==> config.mk <==
export PLATFORM = sky130hd
export DESIGN_NAME = jtexterm_romarb
export DESIGN_NICKNAME = d
export VERILOG_FILES = /design/src/rtl/jtexterm_romarb_pkg.sv /design/src/rtl/jtexterm_rr_pick.sv /design/src/rtl/jtexterm_romarb.sv
export SDC_FILE = /design/constraint.sdc
export NUM_CORES = 1
export LEC_CHECK = 0
export ABC_CLOCK_PERIOD_IN_PS = 16400
export BUFFER_PORTS_ARGS = -buffer_cell sky130_fd_sc_hd__buf_4
export CORE_ASPECT_RATIO = 0.5
export CORE_MARGIN = 3
export CORE_UTILIZATION = 58
export DETAILED_ROUTE_END_ITERATION = 6
export GPL_ROUTABILITY_DRIVEN = 0
export PLACE_DENSITY = 0.86
export SYNTH_ARGS = -nofsm -noshare
export SYNTH_HDL_FRONTEND = slang
export SYNTH_SLANG_ARGS = --single-unit
==> constraint.sdc <==
create_clock -name clk -period 16.4 [get_ports clk]
set_input_delay 2.46 -clock clk [delete_from_list [all_inputs] [get_ports clk]]
set_output_delay 2.46 -clock clk [all_outputs]
set_load 0.1 [all_outputs]
==> src/rtl/jtexterm_romarb_pkg.sv <==
// Shared types and limits for the ROM request arbiter.
// Latency: n/a (definitions only).
// Backpressure: n/a.
package jtexterm_romarb_pkg;

    localparam int NMAX = 8;   // largest supported client count
    localparam int PTRW = 3;   // enough bits to index NMAX clients

    typedef enum logic [1:0] {
        IDLE = 2'd0,
        REQ  = 2'd1,
        WAIT = 2'd2
    } state_t;

endpackage

==> src/rtl/jtexterm_rr_pick.sv <==
// Combinational round-robin picker: first pending client at or after ptr.
// Latency: zero cycles (pure combinational).
// Backpressure: none; the caller decides when the winner is consumed.
//
// Ports:
//   pend - per-client pending request vector
//   ptr  - index of the highest-priority client this round (0..N-1)
//   win  - one-hot winner, all zero when nothing is pending
//   idx  - binary index of the winner (0 when nothing is pending)
//   any  - at least one client is pending
module jtexterm_rr_pick
    import jtexterm_romarb_pkg::*;
#(
    parameter int N = 3
) (
    input  logic [N-1:0]    pend,
    input  logic [PTRW-1:0] ptr,
    output logic [N-1:0]    win,
    output logic [PTRW-1:0] idx,
    output logic            any
);

    always_comb begin
        int           j;
        logic [N-1:0] mask;
        win  = '0;
        idx  = '0;
        any  = 1'b0;
        j    = 0;
        mask = '0;
        // Walk the clients starting at ptr, wrapping at N; first hit wins.
        for (int k = 0; k < N; k++) begin
            j = int'(ptr) + k;
            if (j >= N) begin
                j = j - N;
            end
            mask = N'(1) << j;
            if (!any && (|(pend & mask))) begin
                any = 1'b1;
                win = mask;
                idx = PTRW'(j);
            end
        end
    end

endmodule

==> src/rtl/jtexterm_romarb.sv <==
// N-client ROM read arbiter onto one SDRAM read port, round-robin, one request in flight.
// Latency: miss -> ok after IDLE+REQ+WAIT (3 cycles minimum); hit -> ok in the same cycle.
// Backpressure: sdram_req held with a stable address until sdram_ack; clients wait on ok.
//
// Ports:
//   clk, rst            - clock, asynchronous active-high reset
//   cs, addr            - per-client request and absolute word address (client i at [i*AW +: AW])
//   ok, data            - per-client data valid for current addr, and result word (client i at [i*DW +: DW])
//   sdram_req/addr/ack  - read request handshake towards the SDRAM controller
//   sdram_rdy/din       - one-cycle read data strobe from the SDRAM controller
//   grant               - one-hot client being served, zero when idle
//
// Build option: define JTEXTERM_ROMARB_CACHE_EN to keep each client's last word
// across cs deassertion; otherwise a client's result is dropped whenever its cs is low.
module jtexterm_romarb
    import jtexterm_romarb_pkg::*;
#(
    parameter int N  = 3,
    parameter int AW = 22,
    parameter int DW = 32
) (
    input  logic            clk,
    input  logic            rst,
    input  logic [N-1:0]    cs,
    input  logic [N*AW-1:0] addr,
    output logic [N-1:0]    ok,
    output logic [N*DW-1:0] data,
    output logic            sdram_req,
    output logic [AW-1:0]   sdram_addr,
    input  logic            sdram_ack,
    input  logic            sdram_rdy,
    input  logic [DW-1:0]   sdram_din,
    output logic [N-1:0]    grant
);

    state_t          state, state_nxt;
    logic [N-1:0]    hit;
    logic [N-1:0]    pend;
    logic [N-1:0]    win;
    logic [PTRW-1:0] win_idx;
    logic [PTRW-1:0] gnt_idx;
    logic [PTRW-1:0] ptr;
    logic            any_pend;
    logic            load;     // IDLE and a winner exists: capture request
    logic            done;     // WAIT and read data arrived: retire request

    // The client being served is excluded so it cannot win again while its
    // own transaction is still in flight.
    assign pend = cs & ~hit & ~grant;

    jtexterm_rr_pick #(
        .N (N)
    ) u_pick (
        .pend (pend),
        .ptr  (ptr),
        .win  (win),
        .idx  (win_idx),
        .any  (any_pend)
    );

    // State register
    always_ff @(posedge clk or posedge rst) begin
        if (rst) begin
            state <= IDLE;
        end else begin
            state <= state_nxt;
        end
    end

    // Next-state logic; rdy outside WAIT is simply never looked at.
    always_comb begin
        state_nxt = state;
        case (state)
            IDLE:    if (any_pend)  state_nxt = REQ;
            REQ:     if (sdram_ack) state_nxt = WAIT;
            WAIT:    if (sdram_rdy) state_nxt = IDLE;
            default:                state_nxt = IDLE;
        endcase
    end

    // Output / strobe decode
    always_comb begin
        sdram_req = 1'b0;
        load      = 1'b0;
        done      = 1'b0;
        case (state)
            IDLE:    load      = any_pend;
            REQ:     sdram_req = 1'b1;
            WAIT:    done      = sdram_rdy;
            default: ;
        endcase
    end

    // Request datapath: address, grant and round-robin pointer
    always_ff @(posedge clk or posedge rst) begin
        if (rst) begin
            sdram_addr <= '0;
            grant      <= '0;
            gnt_idx    <= '0;
            ptr        <= '0;
        end else if (load) begin
            sdram_addr <= addr[win_idx*AW +: AW];
            grant      <= win;
            gnt_idx    <= win_idx;
        end else if (done) begin
            grant <= '0;
            ptr   <= (gnt_idx == PTRW'(N - 1)) ? '0 : gnt_idx + PTRW'(1);
        end
    end

    // Per-client result registers
    for (genvar i = 0; i < N; i++) begin : g_client
        logic [AW-1:0] tag;
        logic [DW-1:0] dreg;
        logic          valid;
        logic          wr;
        logic          valid_set;
        logic          valid_clr;

        assign wr = done & grant[i];

`ifdef JTEXTERM_ROMARB_CACHE_EN
        assign valid_set = 1'b1;
        assign valid_clr = 1'b0;
`else
        // A completion for a client that already let go of cs is not kept.
        assign valid_set = cs[i];
        assign valid_clr = ~cs[i];
`endif

        always_ff @(posedge clk or posedge rst) begin
            if (rst) begin
                tag   <= '0;
                dreg  <= '0;
                valid <= 1'b0;
            end else if (wr) begin
                // Tag is the address actually fetched, not the client's
                // current one, so a moved address misses and re-arbitrates.
                tag   <= sdram_addr;
                dreg  <= sdram_din;
                valid <= valid_set;
            end else if (valid_clr) begin
                valid <= 1'b0;
            end
        end

        assign hit[i]            = cs[i] & valid & (tag == addr[i*AW +: AW]);
        assign data[i*DW +: DW]  = dreg;
    end

    assign ok = hit;

endmodule

==> results by group <==
Critical path
  • Worst path slowest cell: nor4_1
  • Critical path's most frequent cell: buf_4
  • Req. time, crit path: 13.94 ns
  • Worst Path Max Fanout: 4
  • CP Data Arrival Time: 4.24 ns
  • CP cell instances: buf_4, xor2_1, nor4_1, nand4_1, nor2_1, buf_4
  • Max stage delay on crit path: 0.57 ns
  • Crit. End Element: primary output
  • Startpoint Class: input pin
  • Critical path class: in2out

Drt
  • Total routed wirelength: 23060 microns
  • Metal2 WL: 11460 microns
  • Residual antenna-violating net count after detailed routing: 0
  • Routed wl met3: 1647 microns
  • Metal-1 WL: 9308 microns
  • First DRT Iteration DRCs: 347
  • Total number of vias: 6338
  • Post-DR wirelength/cell: 20.52 microns
  • Drt pass-1 iters: 6
  • DR top layer: met4
  • Drt drc: 0
  • Vias per inst: 5.639

Timing
  • Period Utilization, post-route: 40.88%
  • Setup repair after global routing missed its margin: false
  • Clock Skew: 0.01527 ns
  • Final Hold Viols: 0
  • Final min period: 6.705 ns
  • Fin worst setup slack: 9.695 ns
  • Hold Slack: 0.5093 ns
  • Slew Limit Headroom: 38.96%
  • # setup viols final: 0
  • Slew @ Worst Pin: 0.9125 ns
  • Fmax: 149.1 MHz
  • Final Max Tran Viols: 0
  • Final TNS setup: 0 ns

Synth
  • Top cells by count, synth: 198 x dfrtp_1, 162 x mux2_2, 61 x xor2_1
  • Post-synth EDFFs: 0
  • Post-synth top area share: 54.36%
  • Async SR Flop Fraction: 100.0%
  • Synth Flop Type: dfrtp_1
  • Post-Syn Area: 0.009115 sq mm
  • Mapped Cells: 684
  • Seq/Total Area, Yosys: 54.36%
  • Post-synthesis adder-cell area fraction: 0.9609%
  • Compound-Gate Fraction of Synth Area: 4.255%
  • Synthesized Nets: 796
  • Yosys cell types: 52
  • Synth Register Bits: 198
  • Top cells by area, synth: dfrtp_1 54%, mux2_2 20%, xor2_1 5.9%
  • Combinational family with the most area after synthesis: multiplexers
  • XOR/XNOR Fraction of Synth Area: 6.918%
  • Count leader, synth: dfrtp_1
  • Simple-Gate Fraction of Synth Area: 6.287%
  • Area leader, netlist: dfrtp_1
  • Yosys warns: 0
  • Avg Cell Area, Syn: 13.33 sq um
  • Post-synthesis mux area share: 25.26%

Global route
  • Tot GR Track Use: 27.18%
  • GR Overflow Total: 0
  • Initial antenna violation count: 0
  • First-pass GRT wire length: 36490 microns
  • Largest net degree at the start of global routing: 130
  • Vias in the first global route: 6756

Die
  • Die Span X: 183.3 microns
  • I/O Pins: 230
  • Die footprint: 0.01735 sq mm
  • Core ar.: 0.01489 sq mm
  • Num rows: 31
  • Starting Density: 61.20%
  • Die height: 94.65 microns

Clock network
  • Root buffer cell: clkbuf_16
  • Clk_lat worst skew: 0.43 ns
  • Setup bufs post-CTS: 0
  • PostCTS Resize Cnt: 0
  • Clock sinks: 198
  • CTS tree: done
  • Clock slew at reported path FFs: 0.07 ns
  • Max Root-Sink Buffers: 2
  • H-tree levels: 4
  • Hold buffers post-CTS: 0
  • Total CTS buffers: 17

Final layout
  • # nets final: 1025
  • Fin util: 77.91%
  • Area delta synth->final: 27.30%
  • Ant diodes: 0
  • Layout cells sized above 1: 48.06%

Status
  • Outcome: finished clean

Run
  • Max Cap Viol: 0

Place
  • Dpl hpwl: 16320 microns
  • Placement Setup Slack: 9.776 ns
  • Port Buffer Count: 229

Worst hold path
  • Hold Path Class: reg2reg
## worst max-delay path: cells and delay by family
family,cells,cell delay (ns)
and+or+nand+nor,3,1.16
buffers and inverters,2,0.46
xor gates and xnor gates,1,0.17
## cell families after synthesis
kind of cell / count (synthesis)
buffers and inverters: 32
muxes: 207
AOI/OAI and AO/OA: 59
adders and majority gates: 7
DFF: 198
and+or+nand+nor: 109
xor gates and xnor gates: 72
## flip-flops by register name (all words and copies together), names as in the netlist
signal / count
g_client.dreg: 96
sdram_addr: 22
grant: 3
g_client.tag: 66
state: 2
g_client.valid: 3
ptr: 3
gnt_idx: 3
## final timing paths
kind | startpoint | end | slack, ns | cells after the start
worst max-delay path | addr[15] | ok[0] | 9.70 | 6
worst min-delay path | g_client[2].dreg[27] | g_client[2].dreg[27] | 0.51 | 1
worst max register to register | ptr[1] | sdram_addr[13] | 12.27 | 13
worst min register to register | g_client[2].dreg[27] | g_client[2].dreg[27] | 0.51 | 1
max in group asynchronous | rst | g_client[2].dreg[5] | 12.77 | 3
min in group asynchronous | rst | g_client[2].dreg[13] | 2.16 | 2
## per-stage QoR
stage | std cells | instance area (sq um)
after floorplan | 684 | 9115
after global placement | 1092 | 10990
after detailed placement | 1092 | 10990
after CTS | 1124 | 11600
after global routing | 1124 | 11600
final | 1124 | 11600
## cell type report
class / instances / area [sq um]
Sequential cell: 198 / 4955
Clock inverter: 13 / 167.7
Inverter: 6 / 30.03
Fill cell: 934 / 3291
Clock buffer: 19 / 442.9
Timing Repair Buffer: 236 / 1772
Tap cell: 198 / 247.7
Multi-Input combinational cell: 454 / 3989
## cell usage in the layout, fill, tap and decap left out, types with 4 or more instances in the layout
cell type	synthesis	layout
a21oi_1	6	6
buf_4	1	236
clkbuf_16	0	17
dfrtp_1	198	198
ha_1	7	7
inv_1	6	5
mux2_1	22	22
mux2_2	162	162
mux2i_1	23	23
nand2_1	44	41
nand2b_1	4	4
nand3_1	5	5
nand4_1	4	4
nor2_1	10	10
nor2b_1	6	6
nor3_1	4	4
nor4_1	14	14
o211ai_1	5	5
o21ai_0	9	9
o21ai_1	25	25
xnor2_1	11	11
xor2_1	61	61
## layer usage
layer / vias to the layer above / GRT usage (%)
li1: 2874 / -
met1: 3196 / 33.13
met2: 219 / 47.18
met3: 49 / 7.926
met4: 0 / 9.183
met5: - / 0
Power is left out: the tool's default activity adds up to more than one toggle a clock period on the data nets, which glitch-free logic cannot reach.
